### src/rtl/instruction_loader_pkg.sv
// Purpose: shared types and defaults for the MIPS instruction loader (FSM encoding, word geometry, halt marker).
// Latency: n/a (declarations only).
// Backpressure: n/a.
package instruction_loader_pkg;

    // Default instruction word width and instruction memory depth (2^11 = 2048 words).
    localparam int LEN_DEF    = 32;
    localparam int ADDR_W_DEF = 11;

    // End-of-program marker; a program is complete once this word has been written.
    localparam logic [31:0] HALT_WORD_DEF = 32'hFFFF_FFFF;

    // Width of one received serial byte.
    localparam int BYTE_W = 8;

    // Loader FSM states.
    typedef enum logic [1:0] {
        ST_IDLE  = 2'd0,
        ST_RECV  = 2'd1,
        ST_DONE  = 2'd2,
        ST_ERROR = 2'd3
    } load_state_t;

    // Number of received bytes that make up one instruction word.
    function automatic int bytes_per_word(input int len);
        return len / BYTE_W;
    endfunction

endpackage

### src/rtl/instruction_loader_byte_packer.sv
// Purpose: assembles big-endian bytes into instruction words (first byte lands in the MSBs).
// Latency: word strobe and data are registered, one cycle after the last byte of a word is accepted.
// Backpressure: none; every byte strobe is accepted, the caller gates the strobe when it must not count.
//
// Ports:
//   clk, rst_n          clock and synchronous active-low reset
//   clear               drop any partially assembled word and restart at byte 0
//   byte_vld/byte_dat   byte-in strobe and data
//   word_last           combinational: the byte presented now completes a word
//   word_next           combinational: word as it would be with the byte presented now
//   word_vld/word_dat   registered word-out strobe (one cycle) and assembled word
module byte_packer
    import instruction_loader_pkg::*;
#(
    parameter int LEN = LEN_DEF
) (
    input  logic           clk,
    input  logic           rst_n,
    input  logic           clear,
    input  logic           byte_vld,
    input  logic [7:0]     byte_dat,
    output logic           word_last,
    output logic [LEN-1:0] word_next,
    output logic           word_vld,
    output logic [LEN-1:0] word_dat
);

    localparam int NBYTES = bytes_per_word(LEN);
    localparam int IDX_W  = (NBYTES > 1) ? $clog2(NBYTES) : 1;
    localparam logic [IDX_W-1:0] LAST_IDX = IDX_W'(NBYTES - 1);

    logic [IDX_W-1:0] byte_idx;
    logic [LEN-1:0]   shift_q;

    // Shifting left means the oldest byte of the word ends up in the MSBs once
    // all NBYTES bytes are in. Stale bits from the previous word are fully
    // shifted out by then, so the shifter never needs clearing between words.
    assign word_next = {shift_q[LEN-BYTE_W-1:0], byte_dat};
    assign word_last = byte_vld && (byte_idx == LAST_IDX);

    always_ff @(posedge clk) begin
        if (!rst_n) begin
            byte_idx <= '0;
            shift_q  <= '0;
            word_vld <= 1'b0;
            word_dat <= '0;
        end else begin
            word_vld <= 1'b0;
            if (clear) begin
                byte_idx <= '0;
                shift_q  <= '0;
            end else if (byte_vld) begin
                shift_q <= word_next;
                if (word_last) begin
                    // Index wraps here, so a byte arriving while word_vld is
                    // high is taken as byte 0 of the following word.
                    byte_idx <= '0;
                    word_vld <= 1'b1;
                    word_dat <= word_next;
                end else begin
                    byte_idx <= byte_idx + IDX_W'(1);
                end
            end
        end
    end

endmodule

### src/rtl/instruction_loader.sv
// Purpose: loads a program received as a byte stream into instruction memory, stopping at the halt word.
// Latency: memory write strobe one cycle after the last byte of each word; status flags change on that same cycle.
// Backpressure: none; bytes are consumed as they arrive, o_loading stalls the fetch stage while a load runs.
//
// Ports:
//   i_clk, i_rst         clock and synchronous active-low reset
//   i_start              one-cycle pulse starting a load (ignored while a load is running)
//   i_rx_data/i_rx_valid received byte and its single-cycle strobe
//   o_wr_addr/o_wr_data  instruction memory word address and data
//   o_wr_en              one-cycle write strobe per word
//   o_loading            load in progress
//   o_done               halt word written, program complete
//   o_overflow           memory filled without seeing the halt word
//   o_word_count         words written during the current load
module instruction_loader
    import instruction_loader_pkg::*;
#(
    parameter int             LEN       = LEN_DEF,
    parameter int             ADDR_W    = ADDR_W_DEF,
    parameter logic [LEN-1:0] HALT_WORD = LEN'(HALT_WORD_DEF)
) (
    input  logic              i_clk,
    input  logic              i_rst,
    input  logic              i_start,
    input  logic [7:0]        i_rx_data,
    input  logic              i_rx_valid,
    output logic [ADDR_W-1:0] o_wr_addr,
    output logic [LEN-1:0]    o_wr_data,
    output logic              o_wr_en,
    output logic              o_loading,
    output logic              o_done,
    output logic              o_overflow,
    output logic [ADDR_W:0]   o_word_count
);

    localparam logic [ADDR_W-1:0] LAST_ADDR = '1;

    load_state_t       state;
    load_state_t       state_nxt;

    logic              start_load;
    logic              byte_vld;
    logic              word_last;
    logic [LEN-1:0]    word_next;
    logic              word_vld;
    logic [LEN-1:0]    word_dat;
    logic [ADDR_W:0]   word_count;
    logic [ADDR_W-1:0] word_idx;
    logic              is_halt;
    logic              at_last_addr;

    // A start pulse only matters outside RECV; a running load ignores it.
    assign start_load = i_start && (state != ST_RECV);

    // Bytes count only while receiving. In IDLE/DONE/ERROR they are dropped,
    // including one that coincides with the start pulse.
    assign byte_vld = i_rx_valid && (state == ST_RECV);

    // The word index is the low part of the written-word count: the next
    // word always goes to the address equal to the number already written.
    assign word_idx     = word_count[ADDR_W-1:0];
    assign at_last_addr = (word_idx == LAST_ADDR);

    // Decided on the byte that completes the word, so the FSM leaves RECV on
    // the same edge that raises the write strobe for that word.
    assign is_halt = (word_next == HALT_WORD);

    byte_packer #(
        .LEN (LEN)
    ) u_byte_packer (
        .clk       (i_clk),
        .rst_n     (i_rst),
        .clear     (start_load),
        .byte_vld  (byte_vld),
        .byte_dat  (i_rx_data),
        .word_last (word_last),
        .word_next (word_next),
        .word_vld  (word_vld),
        .word_dat  (word_dat)
    );

    // ------------------------------------------------------------------
    // FSM: state register
    // ------------------------------------------------------------------
    always_ff @(posedge i_clk) begin
        if (!i_rst) begin
            state <= ST_IDLE;
        end else begin
            state <= state_nxt;
        end
    end

    // ------------------------------------------------------------------
    // FSM: next state
    // ------------------------------------------------------------------
    always_comb begin
        state_nxt = state;
        case (state)
            ST_IDLE: begin
                if (i_start) begin
                    state_nxt = ST_RECV;
                end
            end
            ST_RECV: begin
                if (word_last) begin
                    // The halt word wins even when it lands on the last
                    // address: a program that exactly fills memory is valid.
                    if (is_halt) begin
                        state_nxt = ST_DONE;
                    end else if (at_last_addr) begin
                        state_nxt = ST_ERROR;
                    end
                end
            end
            ST_DONE, ST_ERROR: begin
                if (i_start) begin
                    state_nxt = ST_RECV;
                end
            end
            default: state_nxt = ST_IDLE;
        endcase
    end

    // ------------------------------------------------------------------
    // FSM: outputs
    // ------------------------------------------------------------------
    always_comb begin
        o_loading  = 1'b0;
        o_done     = 1'b0;
        o_overflow = 1'b0;
        case (state)
            ST_RECV:  o_loading  = 1'b1;
            ST_DONE:  o_done     = 1'b1;
            ST_ERROR: o_overflow = 1'b1;
            default: begin
                o_loading  = 1'b0;
                o_done     = 1'b0;
                o_overflow = 1'b0;
            end
        endcase
    end

    // ------------------------------------------------------------------
    // Address counter
    // ------------------------------------------------------------------
    // o_wr_addr is captured alongside the packer's word register, so address
    // and data line up with the write strobe and hold steady through it. The
    // count steps on that same edge, so it already includes the word being
    // written while o_wr_en is high.
    always_ff @(posedge i_clk) begin
        if (!i_rst) begin
            word_count <= '0;
            o_wr_addr  <= '0;
        end else if (start_load) begin
            word_count <= '0;
        end else if (word_last) begin
            o_wr_addr  <= word_idx;
            word_count <= word_count + (ADDR_W + 1)'(1);
        end
    end

    assign o_wr_en      = word_vld;
    assign o_wr_data    = word_dat;
    assign o_word_count = word_count;

endmodule

### config.mk
export PLATFORM = sky130hd
export DESIGN_NAME = instruction_loader
export DESIGN_NICKNAME = d
export VERILOG_FILES = /design/src/rtl/instruction_loader_pkg.sv /design/src/rtl/instruction_loader_byte_packer.sv /design/src/rtl/instruction_loader.sv
export SDC_FILE = /design/constraint.sdc
export NUM_CORES = 1
export LEC_CHECK = 0
export ABC_AREA = 1
export CORE_ASPECT_RATIO = 0.6
export CORE_MARGIN = 4
export CORE_UTILIZATION = 36
export CTS_BUF_LIST = sky130_fd_sc_hd__clkbuf_4 sky130_fd_sc_hd__clkbuf_8 sky130_fd_sc_hd__clkbuf_16
export CTS_CLUSTER_DIAMETER = 150
export DETAILED_ROUTE_END_ITERATION = 16
export PLACE_DENSITY_LB_ADDON = 0.05
export RECOVER_POWER = 50
export SYNTH_ARGS = -nofsm -noshare
export SYNTH_HDL_FRONTEND = slang
export SYNTH_SLANG_ARGS = --single-unit
### constraint.sdc
create_clock -name i_clk -period 1.9 [get_ports i_clk]
set_clock_uncertainty 0.05 [all_clocks]
set_input_delay 0.57 -clock i_clk [delete_from_list [all_inputs] [get_ports i_clk]]
set_output_delay 0.57 -clock i_clk [all_outputs]
set_load 0.1 [all_outputs]
### Word level (Yosys, flattened, before mapping)

Index checks and enable logic that the tools add are counted.

| cells by class | value |
|---|---|
| add/subtract/negate cells | 2 |
| equal/unequal tests | 10 |
| mux-type cells | 10 |
| bitwise logic cells | 3 |
| reductions and logical operators | 10 |

Operator list:

| operator | number |
|---|---|
| equality test 32 bit (second input constant) | 1 |
| adder 12 x 1 -> 12 bit (second input constant) | 1 |
| equality test 11 bit (second input constant) | 1 |
| 2-to-1 mux 2 bit | 5 |
| equality test 2 bit (second input constant) | 3 |
| inequality test 2 x 1 -> 1 bit (second input constant) | 3 |
| AND reduction 3 bit | 2 |
| OR reduction 3 bit | 2 |
| 2-to-1 mux 1 bit | 4 |
| case mux 2 bit (2 select lines) | 1 |
| logical AND 1 bit | 3 |
| inequality test 3 bit (second input constant) | 1 |
| NOT 1 bit | 3 |
| adder 2 x 1 -> 2 bit (second input constant) | 1 |
| equality test 2 x 1 -> 1 bit (second input constant) | 1 |
| zero test 2 bit | 1 |
| AND reduction 2 bit | 1 |
| OR reduction 2 bit | 1 |

| word-level totals | value |
|---|---|
| register bits | 84 |
| output and inout bits | 59 |

### Depth between registers and ports, before layout

Gate-level depths: netlist (run 1).

| depth | value |
|---|---|
| word-level depth | 5 |
| depth in mapped cells | 9 |
| mapped depth without buffers | 9 |

### By module

Synthesis (run 1) repeated with hierarchy kept, for this count alone.

| second synthesis, totals | value |
|---|---|
| cell total of the unflattened synthesis | 502 |
| area, all modules | 3518.4 µm² |

Modules (own cells, without submodules):

| module | times used | cells an instance | area each (µm²) |
|---|---|---|---|
| byte_packer | 1 | 334 | 2329.7 |
| instruction_loader | 1 | 168 | 1188.6 |

### Least setup slack after synthesis (run 1)

OpenSTA, ideal clock, no wires.

| timing path | value |
|---|---|
| path type | reg-to-output |
| start | register state[1] |
| end | output port o_done |
| data arrival time | 1.648 ns |
| required time | 1.280 ns |
| slack | -0.368 ns |
| cell stages (with the launch flop) | 3 |
| buffers on the path | 0 |
| cell sequence | dfxtp_1 inv_1 nor2_1 |

| between the ends | value |
|---|---|
| longest elaborated chain between the ends | 2 |

RTL lines:

| element | line | source |
|---|---|---|
| start: declaration | instruction_loader.sv:38 | `load_state_t state;` |
| start signal: assignment | instruction_loader.sv:89 | `state <= state_nxt;` |
| equality test 2 bit | instruction_loader.sv:131 | `case (state)` |
| 2-to-1 mux 1 bit | instruction_loader.sv:131 |  |
| end: declaration | instruction_loader.sv:31 | `output logic o_done,` |

Every way passes these cells.

### Worst setup path in the final report (run 1)

| timing path | value |
|---|---|
| start | register state[1] |
| end | output port o_loading |

| between the ends | value |
|---|---|
| longest elaborated chain between the ends | 2 |

RTL lines:

| element | line | source |
|---|---|---|
| equality test 2 x 1 -> 1 bit | instruction_loader.sv:131 |  |
| 2-to-1 mux 1 bit | instruction_loader.sv:131 |  |
| end: declaration | instruction_loader.sv:30 | `output logic o_loading,` |

Every way passes these cells.

==> impl_metrics.py, run 1 <==
metrics = {
    "place": {
        "hpwlAfterDp_um": 6530,
        "port_buffers": 70,
        "placed_cells": 590,
        "gp_congestion": 0.864,
    },
    "power_and_ir_drop": {
        "power.internal_mw": 2.95,
        "seqPwrFrac_pct": 47.8,
        "clockPowerShare_pct": 47.3,
        "p_leak_nw": 1.87,
        "ir_drop_mv": 0.481,
        "combPwrFrac_pct": 5.0,
        "p_per_area_nw_per_um2": 877,
        "power_mw": 3.78,
        "p_sw_share_pct": 21.8,
        "p_sw_mw": 0.826,
    },
    "cells_and_area": {
        "diodes": 0,
        "syn_to_final_growth_pct": 37.2,
        "drive_gt1_share_pct": 23.9,
        "finalNonFillerCells": 606,
        "nets": 503,
    },
    "die": {
        "start_util_pct": 37.0,
        "die-width_um": 129,
        "die-area_sq_um": 10300,
        "rows": 26,
        "pin_count": 71,
        "core_sq_um": 8490,
        "fp.dieH_um": 80.3,
    },
    "hold_path": {
        "min_path_type": "flop to flop",
    },
    "timing": {
        "setup_viol": 0,
        "hold_viol_final": 0,
        "fmax_ghz": 0.553,
        "relSlewSlack_pct": 63.7,
        "worst_pin_slew_ns": 0.547,
        "min_period_over_period_pct": 95.2,
        "fin_crit_ns": 1.81,
        "final-max-slew-violation-count": 0,
        "rsz0062_at_grt": "false",
    },
    "synth": {
        "ys_seq_area_share_pct": 53.6,
        "yosysMostFrequentCell": "dfxtp_1",
        "synth_compound_area_share_pct": 17.1,
        "synth-seq-cells": 84,
        "syn-num-nets": 414,
        "synth_mux_area_share_pct": 0,
        "synth_xor_area_share_pct": 0.837,
        "ys_types": 26,
        "ys_top_cells_by_area": "dfxtp_1 (54%), o21ai_0 (10%), nand2_1 (7.1%)",
        "syn-instance-count": 400,
        "ys_async_sr_fraction_pct": 0,
        "synth_area_sq_um": 3140,
        "ys_top_cells_by_count": "dfxtp_1 (84), o21ai_0 (63), nand2_1 (59), nor2_1 (46), a21oi_1 (41)",
        "yosys.area.top_type": "dfxtp_1",
        "synth_warnings": 0,
        "synth.top_cell.area_share_pct": 53.6,
        "synthAdderAreaFrac_pct": 0.797,
        "synth_edf_count": 0,
        "yosys.area_share.simple_pct": 20.3,
        "synth_flop_cell": "dfxtp_1",
        "synth_top_family_by_area": "simple AND/OR/NAND/NOR gates",
        "syn_area_per_cell_sq_um": 7.85,
    },
    "global_routing": {
        "gr-total-overflow": 0,
        "grt_pass1_vias": 2671,
        "grt_max_degree": 27,
        "antenna_found_initial": 0,
        "grt_pass1_wl_um": 14000,
        "gr-usage-all-layers_pct": 17.7,
    },
    "routing": {
        "drtIter0Drc": 197,
        "firstDrtPassIters": 4,
        "post-route-drc-count": 0,
        "wl_per_cell_um": 14.5,
        "wirelength_um": 8780,
        "via_per_inst": 4.71,
        "ant_nets": 0,
        "num_vias": 2854,
    },
    "cts": {
        "cts_hold_buf": 0,
        "clock_path_buffers": 2,
        "cts_sinks": 84,
        "cts_resized": 1,
        "clkLatencyLatePin_ns": 0.33,
        "cts_tree": "done",
        "cts_setup_buffers": 0,
        "cts_buffers": 9,
        "clock-root-buffer": "clkbuf_16",
        "htree_levels": 3,
        "cts.clk_slew.worst_paths_ns": 0.06,
    },
    "worst_setup_path": {
        "cp-start-kind": "flop",
        "critPathArrivalTime_ns": 1.19,
        "critPathKind": "flop to primary output",
        "crit_required_ns": 1.28,
        "end_kind": "primary output",
        "crit_path_max_fanout": 4,
    },
    "outcome": {
        "status": "completed",
    },
    "flow_run": {
        "maxCapViolations": 0,
    },
}
-- power groups by stage --
| stage | Clock [mW] | Combinational, mW | Sequential (mW) |
|---|---|---|---|
| 6_report | 1.79 | 0.189 | 1.80 |
| 5_1_grt | 1.90 | 0.206 | 1.81 |
| 4_1_cts | 1.82 | 0.189 | 1.80 |
| 3_5_place_dp | 0 | 0.188 | 1.84 |
| 3_3_place_gp | 0 | 0.186 | 1.84 |
| 2_1_floorplan | 0 | 0.0898 | 1.84 |
-- flip-flops by register name, indices dropped and copies added (netlist names) --
| name | flops |
|---|---|
| o_word_count | 12 |
| u_byte_packer.shift_q | 24 |
| u_byte_packer.byte_idx | 2 |
| o_wr_addr | 11 |
| state | 2 |
| u_byte_packer.word_vld | 1 |
| u_byte_packer.word_dat | 32 |
-- per-layer routing --
layer	track usage (%)	part of all wire, %
met5	0	0
met4	4.40	0.81
met3	6.31	6.8
met2	21.9	36
met1	27.8	56
-- logic make-up after synthesis --
| kind of cell | after synthesis |
|---|---|
| buf+inv | 59 |
| fa+ha+maj | 2 |
| simple gates | 146 |
| compound gates | 106 |
| flops | 84 |
| xor+xnor | 3 |
-- layout make-up --
class                           instances  area [sq um]
Fill cell                             819          4180
Sequential cell                        84          1690
Multi-Input combinational cell        257          1230
Timing Repair Buffer                   99           793
Clock buffer                           11           253
Inverter                               38           143
Tap cell                              112           140
Clock inverter                          5          60.1
-- worst max-delay path, stage by stage (launching register included) --
cell and delay (ns):
dfxtp_1 0.31, inv_1 0.16, nand2_2 0.12, inv_2 0.09, buf_12 0.17
-- layout by cell type, fill, tap and decap left out, drive strengths merged, types with 3 or more instances in the layout --
| master | count |
|---|---|
| buf | 67 |
| clkbuf | 32 |
| a21oi | 41 |
| clkdlybuf4s50 | 11 |
| nand2 | 59 |
| nor2 | 49 |
| inv | 38 |
| dfxtp | 84 |
| o21ai | 63 |
| nor3 | 3 |
| nand3 | 31 |
| clkinvlp | 4 |
-- stage by stage --
stage | area [sq um] | utilization (%) | setup slack (ns) | hold slack, ns | TNS (ns)
floorplan | 3150 | - | 0.0123 | 0.395 | 0
global placement | 4760 | 56.1 | -0.103 | 0.403 | -3.35
detailed placement | 4760 | 56.1 | -0.128 | 0.414 | -3.86
CTS | 5070 | 59.8 | 0.00259 | 0.423 | 0
global route | 4310 | 50.7 | 0.0415 | 0.439 | 0
finish | 4310 | 50.7 | 0.0919 | 0.410 | 0
-- final timing paths --
check	startpoint	to	slack, ns	cells after the start
setup reg to reg	state[1]	o_word_count[0]	0.30	5
hold reg to reg	o_wr_addr[2]	o_wr_addr[2]	0.41	2
hold / removal	o_wr_addr[2]	o_wr_addr[2]	0.41	2
setup / recovery	state[1]	o_loading	0.09	4
Power figures use the tool's default switching activity.
==> run 2, diff against run 1 <==
Settings changed: CELL_PAD_IN_SITES_DETAIL_PLACEMENT set to 0, CELL_PAD_IN_SITES_GLOBAL_PLACEMENT set to 1.
==> run 2 against run 1 <==
Compared with the run above: cell count down 0.66%; sequential power about the same; count of clock-buffer cells in the layout is the same; global-route usage is 0.37 points lower; first-iteration DRC count down 3.6%; design area down 1.2%; critical endpoint unchanged; highest routed layer unchanged.
==> impl_metrics.py, run 2 (synthesis gave the netlist of run 1 again) <==
metrics = {
    "outcome": {
        "status": "completed",
    },
    "place": {
        "place_area_sq_um": 4740,
        "port_buffers": 70,
        "placed_cells": 586,
        "hpwlAfterDp_um": 6310,
        "gp_congestion": 0.839,
    },
    "cts": {
        "cts_hold_buf": 0,
        "htree_levels": 3,
        "cts_sinks": 84,
        "cts_buffers": 9,
        "clock_path_buffers": 2,
        "cts_tree": "done",
        "clock-root-buffer": "clkbuf_16",
        "cts.clk_slew.worst_paths_ns": 0.06,
        "cts_setup_buffers": 0,
        "clkLatencyLatePin_ns": 0.33,
    },
    "timing": {
        "min_period_over_period_pct": 96.0,
        "final-max-slew-violation-count": 0,
        "worst_pin_slew_ns": 0.555,
        "rsz0062_at_grt": "false",
        "fmax_ghz": 0.548,
        "setup_viol": 0,
        "relSlewSlack_pct": 63.2,
        "hold_viol_final": 0,
        "fin_crit_ns": 1.82,
        "whs_ns": 0.404,
    },
    "global_routing": {
        "grt_pass1_vias": 2608,
        "top_usage_layer": "met1",
        "antenna_found_initial": 0,
        "use_met1_pct": 27.0,
        "grt_pass1_wl_um": 13700,
        "grt_max_degree": 27,
        "gr-total-overflow": 0,
        "met2_usage_pct": 21.7,
        "grt_util_met3_pct": 5.91,
        "gr-usage-all-layers_pct": 17.3,
    },
    "power_and_ir_drop": {
        "p_per_area_nw_per_um2": 871,
        "p_leak_nw": 1.86,
        "ir_drop_mv": 0.456,
    },
    "worst_setup_path": {
        "crit_required_ns": 1.28,
        "end_kind": "primary output",
        "cp-start-kind": "flop",
        "path_cells": "inv_1, nand2_1, inv_1, buf_12",
        "cp_slowest_stage_delay_ns": 0.31,
        "r2r_cells": 6,
        "crit_path_frequent_cell": "inv_1",
        "slowest_stage": "dfxtp_1",
        "cp.depth": 4,
        "path_delay_family": "buffers and inverters",
        "path_buf_inv": 3,
        "critPathArrivalTime_ns": 1.20,
        "crit_path_max_fanout": 4,
        "critPathKind": "flop to primary output",
    },
    "die": {
        "pin_count": 71,
        "fp.dieH_um": 80.3,
        "core_sq_um": 8490,
        "die-width_um": 129,
        "rows": 26,
        "start_util_pct": 37.0,
        "die-area_sq_um": 10300,
    },
    "routing": {
        "wirelength_um": 8600,
        "num_vias": 2848,
        "drtIter0Drc": 190,
        "post-route-drc-count": 0,
        "wl_per_cell_um": 14.3,
        "via_per_inst": 4.73,
        "ant_nets": 0,
        "firstDrtPassIters": 5,
    },
    "cells_and_area": {
        "layout_commonest_cell": "dfxtp_1",
        "stdcell_area_sq_um": 4260,
        "syn_to_final_growth_pct": 35.6,
        "drive_gt1_share_pct": 22.4,
        "finalNonFillerCells": 602,
        "diodes": 0,
        "final_cell_mix": "dfxtp_1 (80), o21ai_0 (63), nand2_1 (59), nor2_1 (45), a21oi_1 (41)",
        "final_util_pct": 50.1,
        "nFillCells": 835,
        "multi_input_area_sq_um": 1230,
        "nets": 499,
        "top_register": "u_byte_packer.word_dat",
        "largest_reg_flops": 32,
        "regArea_sq_um": 1690,
    },
    "hold_path": {
        "min_path_type": "flop to flop",
        "hold_depth": 2,
    },
    "flow_run": {
        "maxCapViolations": 0,
    },
}
==> run 2: metal layers <==
| metal | part of all wire [%] | up-vias |
|---|---|---|
| met1 | 57 | 1287 |
| met2 | 37 | 78 |
| met5 | 0 | - |
| met4 | 0.49 | 0 |
| met3 | 6.2 | 5 |
| li1 | - | 1478 |
==> run 2: layout make-up <==
| type | instances | share of cell area [%] |
|---|---|---|
| well taps | 112 | 3.29 |
| repair buffers | 95 | 18.0 |
| clock buffers | 11 | 5.64 |
| flip-flops and latches | 84 | 39.6 |
| inverters | 38 | 3.35 |
| clock inverters | 5 | 1.23 |
| multi-input cells | 257 | 28.8 |
==> run 2: power breakdown <==
| group | total (mW) | internal (mW) | switching [mW] |
|---|---|---|---|
| clock network | 1.72 | 1.04 | 0.684 |
| logic | 0.178 | 0.0720 | 0.106 |
| registers | 1.80 | 1.79 | 0.0190 |
| total | 3.71 | 2.90 | 0.808 |
==> run 2: timing repair <==
item | in CTS | in global routing
resized for setup | 0 | 1
hold endpoints to repair | 0 | 0
setup endpoints to repair | 0 | 1
==> run 2: path summary, 6_finish.rpt <==
path | slack, ns | to | startpoint
worst max-delay path | 0.08 | o_loading | state[1]
worst min-delay path | 0.40 | o_wr_addr[2] | o_wr_addr[2]
worst max register to register | 0.18 | o_word_count[6] | o_word_count[0]
worst min register to register | 0.40 | o_wr_addr[2] | o_wr_addr[2]
==> run 2: worst min-delay path: cells and delay by family (launching register included) <==
| family | cells | cell delay [ns] |
|---|---|---|
| AND/OR/NAND/NOR | 1 | 0.06 |
| AO/OA/AOI/OAI | 1 | 0.05 |
| flip-flops | 1 | 0.31 |
==> run 2: per-stage QoR <==
stage | setup WS, ns | power, mW | setup TNS [ns]
2_1_floorplan | 0.0123 | 1.93 | 0
6_report | 0.0768 | 3.71 | 0
3_5_place_dp | -0.157 | 2.02 | -5.49
3_3_place_gp | -0.117 | 2.02 | -2.63
5_1_grt | 0.00427 | 3.86 | 0
4_1_cts | 0.0288 | 3.75 | 0
==> run 3, diff against run 2 <==
Settings changed: SLEW_MARGIN set to 40.
==> results of run 3 <==
No change in the layout: final DEF, timing and power equal those of run 2.
